`config.mk`:
```
export PLATFORM = sky130hd
export DESIGN_NAME = shift_right_serial
export DESIGN_NICKNAME = d
export VERILOG_FILES = /design/src/rtl/shift_pkg.sv /design/src/rtl/shift_right_step.sv /design/src/rtl/shift_right_serial.sv
export SDC_FILE = /design/constraint.sdc
export NUM_CORES = 1
export LEC_CHECK = 0
export CELL_PAD_IN_SITES_DETAIL_PLACEMENT = 1
export CELL_PAD_IN_SITES_GLOBAL_PLACEMENT = 1
export CORE_MARGIN = 5
export CORE_UTILIZATION = 30
export CTS_CLUSTER_SIZE = 25
export DETAILED_ROUTE_END_ITERATION = 10
export PLACE_DENSITY = 0.65
export SLEW_MARGIN = 20
export SYNTH_ARGS = -nofsm -noshare
export SYNTH_HDL_FRONTEND = slang
export SYNTH_SLANG_ARGS = --single-unit
```
`constraint.sdc`:
```
create_clock -name clk -period 1.75 [get_ports clk]
set_input_delay 0.175 -clock clk [delete_from_list [all_inputs] [get_ports clk]]
set_output_delay 0.175 -clock clk [all_outputs]
set_load 0.03 [all_outputs]
```
`src/rtl/shift_pkg.sv`:
```
// Shared types and widths for the serial right-shift unit.
package shift_pkg;

    localparam int unsigned XLEN    = 32;
    localparam int unsigned SHAMT_W = 5;

    typedef enum logic [1:0] {
        IDLE,
        SHIFT,
        DONE
    } shr_state_t;

endpackage

```
`src/rtl/shift_right_step.sv`:
```
// Combinational single-position right shift; fill_i enters at the MSB.
module shift_right_step #(
    parameter int unsigned WIDTH = 32
) (
    input  logic [WIDTH-1:0] data_i,
    input  logic             fill_i,
    output logic [WIDTH-1:0] data_o
);

    // The LSB is shifted out and intentionally discarded.
    logic unused_lsb;
    assign unused_lsb = data_i[0];

    always_comb begin
        data_o = {fill_i, data_i[WIDTH-1:1]};
    end

endmodule

```
`src/rtl/shift_right_serial.sv`:
```
// Multi-cycle SRL/SRA unit, one bit position per clock, start/done handshake.
// Define SHR_ARITH_EN to honour `arith` (sign fill); otherwise every shift zero-fills.
module shift_right_serial #(
    parameter int unsigned WIDTH   = shift_pkg::XLEN,
    parameter int unsigned SHAMT_W = shift_pkg::SHAMT_W
) (
    input  logic               clk,
    input  logic               rst,
    input  logic               flush,
    input  logic               start,
    input  logic [WIDTH-1:0]   in,
    input  logic [SHAMT_W-1:0] shamt,
    input  logic               arith,
    output logic               busy,
    output logic               done,
    output logic [WIDTH-1:0]   result
);

    import shift_pkg::shr_state_t;
    import shift_pkg::IDLE;
    import shift_pkg::SHIFT;
    import shift_pkg::DONE;

    shr_state_t         state_q, state_d;
    logic [WIDTH-1:0]   work_q, work_d;
    logic [SHAMT_W-1:0] cnt_q, cnt_d;
    logic               fill_q, fill_d;
    logic [WIDTH-1:0]   result_q, result_d;

    logic               arith_fill;
    logic               step_fill;
    logic [WIDTH-1:0]   step_out;
    logic               accept;

`ifdef SHR_ARITH_EN
    assign arith_fill = arith;
`else
    logic unused_arith;
    assign unused_arith = arith;
    assign arith_fill   = 1'b0;
`endif

    assign step_fill = fill_q & work_q[WIDTH-1];

    shift_right_step #(
        .WIDTH (WIDTH)
    ) u_step (
        .data_i (work_q),
        .fill_i (step_fill),
        .data_o (step_out)
    );

    always_comb begin
        state_d  = state_q;
        work_d   = work_q;
        cnt_d    = cnt_q;
        fill_d   = fill_q;
        result_d = result_q;
        accept   = 1'b0;

        unique case (state_q)
            IDLE: begin
                accept = start & ~flush;
            end
            SHIFT: begin
                work_d = step_out;
                cnt_d  = cnt_q - SHAMT_W'(1);
                if (cnt_q == SHAMT_W'(1)) begin
                    state_d  = DONE;
                    result_d = step_out;
                end
            end
            DONE: begin
                accept  = start & ~flush;
                state_d = IDLE;
            end
            default: begin
                state_d = IDLE;
            end
        endcase

        if (accept) begin
            work_d = in;
            cnt_d  = shamt;
            fill_d = arith_fill;
            if (shamt == '0) begin
                state_d  = DONE;
                result_d = in;
            end else begin
                state_d = SHIFT;
            end
        end

        // Abort: the in-flight result is discarded and the visible result is kept.
        if (flush) begin
            state_d  = IDLE;
            cnt_d    = '0;
            result_d = result_q;
        end
    end

    always_ff @(posedge clk) begin
        if (rst) begin
            state_q  <= IDLE;
            work_q   <= '0;
            cnt_q    <= '0;
            fill_q   <= 1'b0;
            result_q <= '0;
        end else begin
            state_q  <= state_d;
            work_q   <= work_d;
            cnt_q    <= cnt_d;
            fill_q   <= fill_d;
            result_q <= result_d;
        end
    end

    always_comb begin
        busy   = (state_q == SHIFT);
        done   = (state_q == DONE);
        result = result_q;
    end

endmodule

```
**Yosys cells after proc, flatten, opt, wreduce, memory -nomap -nowiden**

Index checks and enable logic that the tools add are counted.

- Register bits after elaboration: 71
- Output and inout bits: 34
- Word-level logic and storage cells: 31

- Eq/ne operators: 5
- Reductions and logical operators: 6
- Multiplexer cells: 13
- Add/subtract/negate cells: 1
- Bitwise gates (word level): 2

Operator list:

| kind | count |
|---|---|
| $mux W32 | 6 |
| $mux W5 | 2 |
| $mux W2 | 3 |
| $eq A5 B1 Y1 const B | 1 |
| $logic_not A5 Y1 | 1 |
| $sub A5 B1 Y5 const B | 1 |
| $pmux W2 S2 | 1 |
| $reduce_or A2 Y1 | 2 |
| $ne A3 B1 Y1 const B | 1 |
| $eq A2 B1 Y1 const B | 1 |
| $eq A2 B2 Y1 const B | 1 |
| $logic_not A2 Y1 | 1 |
| $ne A2 B2 Y1 const B | 1 |
| $reduce_and A2 Y1 | 1 |
| $reduce_bool A2 Y1 | 1 |
| $and A1 B1 Y1 | 1 |
| $mux W1 | 1 |
| $not A1 Y1 | 1 |

**Logic depth before layout (Yosys ltp)**

- Depth in word-level cells: 5
- Depth in mapped cells: 8
- Mapped depth without buffers: 6

**Cells and area by module**

From an unflattened synthesis, not the netlist that was laid out.

- Cell total of the unflattened synthesis: 457
- Area, all modules: 3709.8 µm²

By module, submodules not included:

| module | times used | cells an instance | area an instance (µm²) | seq. area each (µm²) |
|---|---|---|---|---|
| shift_right_serial | 1 | 425 | 3469.6 | 1421.4 |
| shift_right_step | 1 | 32 | 240.2 | 0.0 |

**Worst setup path after synthesis**

OpenSTA, ideal clock, no wires.

- Path kind: register -> register
- Start point: register cnt_q[0]
- End point: register result_q[10] (netlist: result[10])
- Setup slack: 0.264 ns
- Arrival time: 1.415 ns
- Cell stages (with the launch flop): 8
- Cells stage by stage: dfxtp_1 > ha_1 > nor4b_4 > buf_6 > and2_1 > buf_4 > a32oi_1 > o2bb2ai_1

- Cells in the longest elaborated chain, start to end: 5

RTL lines:

| what | RTL line | source |
|---|---|---|
| from (decl) | shift_right_serial.sv:26 | `logic [SHAMT_W-1:0] cnt_q, cnt_d;` |
| from (signal assigned) | shift_right_serial.sv:112 | `cnt_q <= cnt_d;` |
| $eq A5 B1 Y1 (*) | shift_right_serial.sv:68 | `if (cnt_q == SHAMT_W'(1)) begin` |
| $mux W32 (*) | shift_right_serial.sv:68 |  |
| $mux W32 (*) | shift_right_serial.sv:61 | `unique case (state_q)` |
| $mux W32 | shift_right_serial.sv:86 | `if (shamt == '0) begin` |
| $mux W32 (*) | shift_right_serial.sv:82 | `if (accept) begin` |
| to (signal assigned) | shift_right_serial.sv:114 | `result_q <= result_d;` |
| to (decl) | shift_right_serial.sv:28 | `logic [WIDTH-1:0] result_q, result_d;` |

Mark *: on every way between the ends. The rest lies on a longest branch, timed or not.
A chain may end at the register's enable or synchronous reset.

**Worst setup path in the final report**

- Start point: register cnt_q[1]
- End point: register result_q[10] (netlist: result[10])

The elaborated chain is that of the path after synthesis.

==> impl_metrics.yaml <==
grt:
  antenna_found_initial: 0
  grtUsageMet2_pct: 26.5
  grt_pass1_vias: 3238
  gr-total-overflow: 0
  grt_use_met1_pct: 21.7
  grtUsageMet3_pct: 4.74
  grt_usage_pct: 16.4
  busiest_layer: "met2"
  grt_max_degree: 31
  grt_pass1_wl_mm: 16.9
critical_path:
  critPathCaptureType: "flop"
  crit_chain: "inv_1 -> ha_1 -> nor4b_4 -> buf_4 -> a311oi_4 -> buf_12 -> o2bb2ai_1"
  worst-path-buf-inv: 3
  critPathMaxStageDelay_ns: 0.39
  startpoint_type: "flop"
  arrival_ns: 1.92
  critPathSlowestCell: "a311oi_4"
  crit_fanout: 10
  crit_type: "flop to flop"
  cp_top_family: "compound AO/OA/AOI/OAI gates"
  cp_data_required_time_ns: 2.02
timing:
  slew_headroom_pct: 70.0
  tightest_slew_ns: 0.449
  fmax_ghz: 0.606
  drv_slew: 0
  fin_crit_sh_pct: 94.4
  layout_min_cycle_time_ns: 1.65
  rsz0062_at_grt: "no"
  setup_tns_ns: 0
  hold_slack_ns: 0.466
  skew_ns: 0.00735
  setup_viol: 0
  hold_violations: 0
route:
  drt_first_pass_iters: 4
  via_per_inst: 5.28
  ant_nets: 0
  dr.first_iter.drc_count: 105
  drc: 0
  route.detailed.wl_per_inst_microns: 17.7
  vias: 3094
  totalWireLength_mm: 10.3
cells_and_area:
  fin_nets: 489
  final_cells: 586
  most-common-layout-cells: "clkdlybuf4s50_1 (72), dfxtp_1 (70), a21oi_1 (54), buf_4 (37), nand2_1 (35)"
  num_antenna_cells: 0
  syn2layout_area_growth_pct: 47.3
  final_common_cell: "clkdlybuf4s50_1"
  drive_gt1_share_pct: 16.2
clock_tree:
  ctsHtreeMaxLevel: 3
  numClockSinks: 70
  postCtsHoldBufs: 0
  clk_latency_ns: 0.35
  root_buffer: "clkbuf_8"
  numCtsBuffers: 9
  cts_tree: "built"
  clk_path_buf_depth: 2
  cts.clk_slew.worst_paths_ns: 0.08
hold_path:
  hold_path.class: "flop to flop"
synth:
  synth_area_leader_cell: "dfxtp_1"
  yosysWarnings: 0
  ys_ff_latch: 70
  synthFlopType: "dfxtp_1"
  synth_area_sq_um: 3130
  seq_area_frac_synth_pct: 44.8
  yosysTopAreaCellShare_pct: 44.8
  netlist_instances: 349
  synthArstFlopShare_pct: 0
  synth_nets: 393
  synth-edff-count: 0
  avgSynthCellArea_sq_um: 8.96
  synth_area_leaders: "dfxtp_1 (45%), a21oi_1 (8.8%), a22oi_1 (7.4%)"
  synth_cell_types: 39
power_and_ir_drop:
  powerDensity_nw_per_um2: 854
  leakagePower_nw: 1.58
  vdd_drop_max_uv: 480
  power_w: 0.00394
floorplan:
  row_count: 37
  core_sq_um: 10200
  die_h_microns: 112
  die_w_microns: 112
  start_util_pct: 30.6
  dieArea_sq_um: 12600
  ios: 76
job:
  maxCapViolations: 0
placement:
  place_hpwl_mm: 6.95
  port_buffers: 74
  place_congestion: 0.816
  place_inst: 563
outcome:
  status: "finished clean"
==> where the power goes <==
part / total, W / leakage (nW) / switching, W / internal (W)
Clock: 0.00183 / 0.140 / 0.000653 / 0.00117
Combinational: 0.000441 / 0.873 / 0.000227 / 0.000214
Sequential: 0.00167 / 0.568 / 0.0000344 / 0.00163
Total: 0.00394 / 1.58 / 0.000914 / 0.00302
==> final cells by class <==
class	instances	area, sq um
clock buffers	11	151
repair buffers	119	1180
well taps	136	170
inverters	7	28.8
multi-input cells	238	1550
clock inverters	5	129
fillers	1148	5620
flip-flops and latches	70	1400
==> tightest hold or removal path, stage by stage, from the launching register on <==
cell	delay, ns
dfxtp_1	0.32
nand2_1	0.05
a21oi_1	0.05
==> state kept, by name (all words and copies together) (netlist names) <==
signal	cells
result	32
work_q	31
cnt_q	5
state_q	2
==> metrics by stage <==
step / utilization, % / area (sq um) / worst slack, ns
after detailed placement: 41.6 / 4260 / -0.254
after global placement: 41.6 / 4260 / -0.245
final: 45.0 / 4610 / 0.0987
after CTS: 44.6 / 4570 / 0.0103
after floorplan: - / 3130 / 0.264
after global routing: 45.0 / 4610 / 0.000101
==> routing by layer <==
metal  part of all wire (%)  up-vias
li1                       -     1517
met1                     47     1497
met2                     46       70
met3                    5.0       10
met4                    1.0        0
met5                      0        -
==> cell usage after synthesis, types with 3 or more instances <==
master / count
buf_4: 4
nand3_1: 12
dfxtp_1: 70
o22ai_1: 8
a32oi_1: 21
and2_1: 3
buf_2: 16
nand2_1: 35
clkbuf_1: 13
o2bb2ai_1: 20
inv_1: 4
o21ai_0: 8
nor2_1: 11
a22oi_1: 31
a21boi_1: 8
a21oi_1: 55
==> repair_timing <==
item	4_1_cts	5_1_grt
buffers inserted	2	5
resized for setup	3	1
pin swaps	0	2
endpoints found under the setup margin	29	29
==> worst paths after layout <==
kind              startpoint    endpoint  slack (ns)  cells past startpoint
setup reg to reg    cnt_q[1]  result[10]         0.1                      7
hold / removal     work_q[1]   work_q[1]        0.47                      2
setup / recovery    cnt_q[1]  result[10]         0.1                      7
hold reg to reg    work_q[1]   work_q[1]        0.47                      2
==> kinds of logic (layout without fill, tap and decap cells) <==
family,Yosys count,in the layout,synth area share (%)
muxes,1,1,0.320
and+or+nand+nor,72,72,11.8
AOI/OAI and AO/OA,163,163,36.0
adders and majority gates,2,2,0.800
DFF,70,70,44.8
buffers and inverters,41,142,6.36
Power figures use the tool's default switching activity.
